[src/rtl/csr_feed_ctrl.sv]
// Streams one IMAGE_SIZE x IMAGE_SIZE frame from pixel memory into a CSR encoder and
// collects its non-zero count. Optional WAIT watchdog: define CSR_FEED_TIMEOUT_EN.
module csr_feed_ctrl #(
  parameter int WORD_LENGTH = 8,
  parameter int IMAGE_SIZE  = 28,
  parameter int ADDR_WIDTH  = 10,
  parameter int COUNT_WIDTH = 16,
  parameter int TIMEOUT     = 64
) (
  input  logic                   clk,
  input  logic                   rst_n,
  input  logic                   start,
  input  logic                   abort,
  output logic                   mem_rd_en,
  output logic [ADDR_WIDTH-1:0]  mem_addr,
  input  logic [WORD_LENGTH-1:0] mem_rd_data,
  output logic                   csr_rst,
  output logic                   csr_in_valid,
  output logic [WORD_LENGTH-1:0] csr_data_in,
  input  logic                   csr_out_valid,
  input  logic [COUNT_WIDTH-1:0] csr_valid_num,
  output logic                   busy,
  output logic                   done,
  output logic [COUNT_WIDTH-1:0] nnz_out,
  output logic                   error,
  output logic [2:0]             state_dbg
);

  localparam int PIXELS = IMAGE_SIZE * IMAGE_SIZE;
  localparam logic [ADDR_WIDTH-1:0] LAST_ADDR = ADDR_WIDTH'(PIXELS - 1);
  // An illegal configuration (address space too small, zero timeout) never leaves IDLE.
  localparam bit CFG_OK = (PIXELS <= (2 ** ADDR_WIDTH)) && (TIMEOUT > 0);

  typedef enum logic [2:0] {
    S_IDLE   = 3'd0,
    S_CLR    = 3'd1,
    S_STREAM = 3'd2,
    S_WAIT   = 3'd3,
    S_DONE   = 3'd4
  } state_t;

  state_t                  state, state_nxt;
  logic [ADDR_WIDTH-1:0]   addr_cnt;
  logic                    abort_rst_q;
  logic                    abort_go;
  logic                    last_addr;
  logic                    wd_expired;

  assign abort_go  = abort && (state == S_CLR || state == S_STREAM || state == S_WAIT);
  assign last_addr = (addr_cnt == LAST_ADDR);
  assign state_dbg = state;
  assign mem_addr  = addr_cnt;
  // Data is forced to zero whenever no pixel is being presented.
  assign csr_data_in = csr_in_valid ? mem_rd_data : '0;

  // State register
  always_ff @(posedge clk or negedge rst_n) begin
    if (!rst_n) state <= S_IDLE;
    else        state <= state_nxt;
  end

  // Next-state logic; abort has priority over every forward transition.
  always_comb begin
    state_nxt = state;
    case (state)
      S_IDLE:   if (start && !abort && CFG_OK) state_nxt = S_CLR;
      S_CLR:    state_nxt = abort ? S_IDLE : S_STREAM;
      S_STREAM: begin
        if (abort)          state_nxt = S_IDLE;
        else if (last_addr) state_nxt = S_WAIT;
      end
      S_WAIT: begin
        if (abort)                            state_nxt = S_IDLE;
        else if (csr_out_valid || wd_expired) state_nxt = S_DONE;
      end
      S_DONE:   state_nxt = S_IDLE;
      default:  state_nxt = S_IDLE;
    endcase
  end

  // Output decode
  always_comb begin
    mem_rd_en = (state == S_STREAM);
    busy      = (state != S_IDLE);
    done      = (state == S_DONE);
    csr_rst   = (state == S_CLR) || abort_rst_q;
  end

  // Datapath: address counter, read-to-present pipeline, abort clear pulse, result latch
  always_ff @(posedge clk or negedge rst_n) begin
    if (!rst_n) begin
      addr_cnt     <= '0;
      abort_rst_q  <= 1'b0;
      csr_in_valid <= 1'b0;
      nnz_out      <= '0;
    end else begin
      abort_rst_q  <= abort_go;
      csr_in_valid <= mem_rd_en && !abort;
      if (state == S_CLR || abort_go)
        addr_cnt <= '0;
      else if (state == S_STREAM)
        addr_cnt <= last_addr ? '0 : addr_cnt + ADDR_WIDTH'(1);
      if (state == S_WAIT && !abort) begin
        if (csr_out_valid)   nnz_out <= csr_valid_num;
        else if (wd_expired) nnz_out <= '0;
      end
    end
  end

`ifdef CSR_FEED_TIMEOUT_EN
  localparam int WD_W = $clog2(TIMEOUT + 1);
  logic [WD_W-1:0] wd_cnt;
  logic            error_q;

  // Fires on the last allowed WAIT cycle so DONE follows exactly TIMEOUT WAIT cycles.
  assign wd_expired = (state == S_WAIT) && !csr_out_valid && (wd_cnt == WD_W'(TIMEOUT - 1));
  assign error      = error_q;

  always_ff @(posedge clk or negedge rst_n) begin
    if (!rst_n) begin
      wd_cnt  <= '0;
      error_q <= 1'b0;
    end else if (state == S_CLR) begin
      wd_cnt  <= '0;
      error_q <= 1'b0;
    end else if (state == S_WAIT) begin
      wd_cnt <= wd_cnt + WD_W'(1);
      if (wd_expired && !abort) error_q <= 1'b1;
    end
  end
`else
  assign wd_expired = 1'b0;
  assign error      = 1'b0;
`endif

endmodule

[config.mk]
export PLATFORM = sky130hd
export DESIGN_NAME = csr_feed_ctrl
export DESIGN_NICKNAME = d
export VERILOG_FILES = /design/src/rtl/csr_feed_ctrl.sv
export SDC_FILE = /design/constraint.sdc
export NUM_CORES = 1
export LEC_CHECK = 0
export BUFFER_PORTS_ARGS = -buffer_cell sky130_fd_sc_hd__buf_2
export CORE_ASPECT_RATIO = 0.6
export CORE_MARGIN = 2
export CORE_UTILIZATION = 40
export DETAILED_ROUTE_END_ITERATION = 8
export PLACE_DENSITY = 0.71
export SLEW_MARGIN = 20
export SYNTH_ARGS = -nofsm -noshare
export SYNTH_HDL_FRONTEND = slang
export SYNTH_SLANG_ARGS = --single-unit
[constraint.sdc]
create_clock -name clk -period 1.9 [get_ports clk]
set_input_delay 0.19 -clock clk [delete_from_list [all_inputs] [get_ports clk]]
set_output_delay 0.19 -clock clk [all_outputs]
set_load 0.05 [all_outputs]
---- Yosys cells after proc, flatten, opt, wreduce, memory -nomap -nowiden ----
Index checks and enable logic that the tools add are counted.
word-level totals
  register bits after elaboration ......... 31
  input bits .............................. 29
  output and inout port bits .............. 43
  logic and storage cells ................. 39
cells by class
  $add $sub $neg .......................... 1
  equal/unequal tests ..................... 8
  mux-type cells .......................... 11
  reductions and logical operators ........ 14
operator list
  kind                                                   number
  2-to-1 mux 10 bit                                      3
  2-to-1 mux 3 bit                                       5
  case mux 3 bit (4 select lines)                        1
  adder 10 x 1 -> 10 bit, second input constant          1
  equality test 10 bit, second input constant            1
  2-to-1 mux 8 bit                                       1
  equality test 3 x 2 -> 1 bit, second input constant    2
  logical AND 1 bit                                      4
  logical OR 1 bit                                       4
  equality test 3 x 1 -> 1 bit, second input constant    1
  equality test 3 bit, second input constant             1
  zero test 3 bit                                        1
  inequality test 3 x 2 -> 1 bit, second input constant  1
  inequality test 3 bit, second input constant           1
  AND reduction 3 bit                                    1
  nonzero test 3 bit                                     1
  2-to-1 mux 2 bit                                       1
  inequality test 2 bit, second input constant           1
  AND reduction 2 bit                                    1
  nonzero test 2 bit                                     1
  zero test 1 bit                                        1

---- Depth between registers and ports, before layout ----
  word-level depth ........................ 6
  gate-level depth with buffers ........... 5
  mapped depth without buffers ............ 5

---- Least setup slack after synthesis ----
OpenSTA, ideal clock, no wires.
  path type ............................... register to output
  from .................................... register state[2], in the netlist state_dbg[2]
  to ...................................... output done
  arrival ................................. 2060 ps
  data required time ...................... 1710 ps
  slack ................................... -350 ps
  cell stages (with the launch flop) ...... 3
  buffers on the path ..................... 1
  path through ............................ dfrtp_1 > buf_4 > nor3b_1
on the way
  longest elaborated chain between the ends .. 1
ends and longest elaborated chain
  what                      RTL line  RTL
  start: declaration        42        state_t state, state_nxt;
  start signal: assignment  59        else state <= state_nxt;
  equality test 3 bit       85        done = (state == S_DONE);
  end: declaration          23        output logic done,
Every way passes these cells.

---- Final worst setup path ----
  from .................................... register addr_cnt[6], in the netlist mem_addr[6]
  to ...................................... register addr_cnt[6], in the netlist mem_addr[6]
on the way
  longest elaborated chain between the ends .. 4
  elaborated cells between the ends (all ways) .. 5
  classes of those cells .................. add/sub (1); eq/ne (1); mux (3)
ends and longest elaborated chain
  what                                                                   RTL line  RTL
  start: declaration                                                     43        logic [ADDR_WIDTH-1:0] addr_cnt;
  start signal: assignment                                               102       addr_cnt <= last_addr ? '0 : addr_cnt + ADDR_WIDTH'(1);
  adder 10 x 1 -> 10 bit / equality test 10 bit (equally long branches)  102, 50
  2-to-1 mux 10 bit (*)                                                  102
  2-to-1 mux 10 bit (*)                                                  101       else if (state == S_STREAM)
  2-to-1 mux 10 bit (*)                                                  99        if (state == S_CLR || abort_go)
Mark *: on every way between the ends. The rest lies on a longest branch, timed or not. The select of a mux whose other input is x is not followed.
A chain may end at the register's enable or synchronous reset.

==> impl_results.md <==
* GRT Overall Usage at 17.6%
* Power density over the cells at 944 mW/mm^2
* Post-route cell area at 0.00210 mm^2
* Max_cap viols at 0
* Commonest non-fill, non-tap cell in the layout: buf_2
* Die height at 51.2 um
* Final setup violation count at 0
* CTS Buffer Depth at 2
* Slowest stage delay, CP at 0.51 ns
* Antenna violations before repair at 0
* Die X at 82.6 um
* Synthesized cell area at 0.00148 mm^2
* Clock Skew at between 0.004 and 0.005 ns
* Total power at 1.98 mW
* Initial core utilization at 41.0%
* Ant. Diodes at 0
* WP data arrival at 1.99 ns
* Share of cells above drive strength 1 at 56.8%
* Final Hold Viols at 0
* CTS tree: yes
* Status: complete, no violations
* Dpl ws at about 0.05 ns
* Final setup margin at 0.0593 ns
* Period minus WS final at 1.84 ns
* Syn Nets at 159
* Highest clock rate at 543 MHz
* WHS at 0.123 ns
* Unrepaired setup endpoints after global routing: yes
* Netlist cell types at 36
* Worst Path Buf+Inv at 0
* CP Cell Sequence: or4_1 > or3_4 > o31ai_4 > nor2_1
* Clk pin slew, worst setup/hold paths at ~0.070 ns
* Commonest non-fill, non-tap cells in the layout: buf_2, dfrtp_1, mux2_2
* Die Area at between 0.004 and 0.005 mm^2
* Slowest CP cell: or4_1
* DR pass1 iterations at 4
* Vias per cell at 4.98
* Max Slew Vio Count at 0
* Actual slew at the worst max-slew pin at 0.674 ns
* Slew headroom at 55.1%
* Routed Antenna Nets at 0
* CP Max Fanout at 7
* Root Buffer: clkbuf_8
* Hold path startpoint: csr_out_valid
* Synth Warn # at 0
* H-tree Lvls at 2
* Static leakage at roughly 1.1 nW
* Startpoint types: register
* Clock Latency Late Sink at 0.27 ns
* Cells after Synth at between 100 and 150
* Area grow syn2layout at 41.7%
* Setup CP Type: register to register
* Global-route wire length before repair at 5.41 mm
* CP Launch Point: mem_addr[6]$_DFFE_PN0P_
* Grt total ovfl at 0
* Placed instance area at 0.00194 mm^2
* NumNets Final at 242
* Port bufs at 70
* Post-CTS sizing at 0
* Final worst-path cycle share at 96.9%
* Setup crit end kind: register
* Vias in the first global route at 1149
* FP Rows at 17
* Io pins at ~70
* Wire length per cell at 13.4 um
* Clock sinks at 31
* HP Class: input port to register
* Sequential share of the synthesized area at 52.3%
* Final core utilization at 58.2%
* HPWL Detailed at 2.64 mm
* Pin count of the biggest net entering global routing at 32
* Core area at 0.00362 mm^2
* Routability congestion estimate at 0.798
* Initial DRC count at 39
* WL final at about 3.5 mm
* Syn avg cell area at around 12 um^2
* #FFs+latches synth at 31
* # DRC at 0
* TritonCTS Buffers at 5
* Detailed-route via count at 1294
* Crit-path leading delay family: simple AND/OR/NAND/NOR gates
* Worst path required time at 2.04 ns
* Reg2Reg Launch Point: mem_addr[6]$_DFFE_PN0P_
* # fillers at around 340
* Peak supply drop at roughly 0.00055 V
area by class of cell:
type,count,area [um^2],area share [%]
Clock inverter,2,35.0,1.67
Sequential cell,31,783,37.2
Tap cell,47,58.8,2.80
Timing Repair Buffer,83,463,22.0
Clock buffer,6,82.6,3.93
Multi-Input combinational cell,91,681,32.4
path summary, 6_finish.rpt:
check | end | slack (ns) | cells past startpoint
setup / recovery | mem_addr[6]$_DFFE_PN0P_ | 0.06 | 4
hold / removal | state_dbg[1]$_DFFE_PN0P_ | 0.12 | 2
setup reg to reg | mem_addr[6]$_DFFE_PN0P_ | 0.06 | 4
hold reg to reg | nnz_out[0]$_DFFE_PN0P_ | 0.51 | 1
max in group asynchronous | mem_addr[6]$_DFFE_PN0P_ | 0.93 | 2
min in group asynchronous | nnz_out[7]$_DFFE_PN0P_ | 0.49 | 2
stage by stage:
step                      cells  TNS [ns]
after floorplan             129         0
after global placement      246         0
after detailed placement    246         0
after CTS                   255         0
after global routing        260   -0.0678
final                       260         0
cell families after synthesis:
logic type / share of synthesized area (%)
other cells: 0.253
buf+inv: 2.61
mux: 12.1
flops: 52.3
xor+xnor: 4.13
fa+ha+maj: 0.843
simple gates: 20.7
compound gates: 7.00
metal layers:
metal  track usage, %  part of all wire, %  vias up
met5                0                    0        -
met2             24.9                   44       50
met1             25.5                   47      624
met3             5.12                  7.4        4
li1                 -                    -      616
met4             6.83                  1.2        0
where the power goes:
part | switching (mW) | leakage [nW] | internal (mW)
combinational | 0.402 | 0.650 | 0.149
sequential | 0.0444 | 0.412 | 0.732
clock | 0.233 | 0.0612 | 0.424
Yosys cell counts:
master | number | share of area, %
xor2_1 | 1 | 0.59
or3b_2 | 1 | 0.59
a21oi_1 | 2 | 0.67
o21ai_0 | 5 | 1.7
xnor2_1 | 6 | 3.5
clkbuf_1 | 1 | 0.25
dfrtp_1 | 31 | 52
and4_2 | 1 | 0.67
nand2b_1 | 1 | 0.42
nor3_1 | 3 | 1.0
o31a_1 | 1 | 0.59
ha_1 | 1 | 0.84
buf_2 | 4 | 1.3
nand4_1 | 1 | 0.42
nor3b_1 | 3 | 1.5
buf_4 | 2 | 1.0
and3b_1 | 1 | 0.59
o31ai_4 | 1 | 1.4
nor2_1 | 11 | 2.8
or3_4 | 1 | 0.76
o21bai_1 | 2 | 1.0
nand4b_1 | 1 | 0.59
and4_1 | 2 | 1.2
nor4b_1 | 2 | 1.2
a21o_1 | 1 | 0.51
nand2b_2 | 1 | 0.59
and2_1 | 9 | 3.8
mux2_2 | 16 | 12
nor4_1 | 1 | 0.42
a31oi_1 | 1 | 0.42
nand3_1 | 6 | 2.0
o21ba_2 | 1 | 0.67
conb_1 | 1 | 0.25
or3_1 | 1 | 0.42
nand2_1 | 5 | 1.3
or4_1 | 1 | 0.51
state kept, by name, summed over array words and instances (netlist names):
register      flops
abort_rst_q       1
csr_in_valid      1
mem_addr         10
nnz_out          16
state_dbg         3
timing repair:
item / in CTS / in global routing
endpoints found under the setup margin: 0 / 7
setup buffers: 0 / 5
endpoints found under the hold margin: 31 / 0
hold buffers: 1 / 0
No activity file was read; power rests on OpenSTA's default activity.
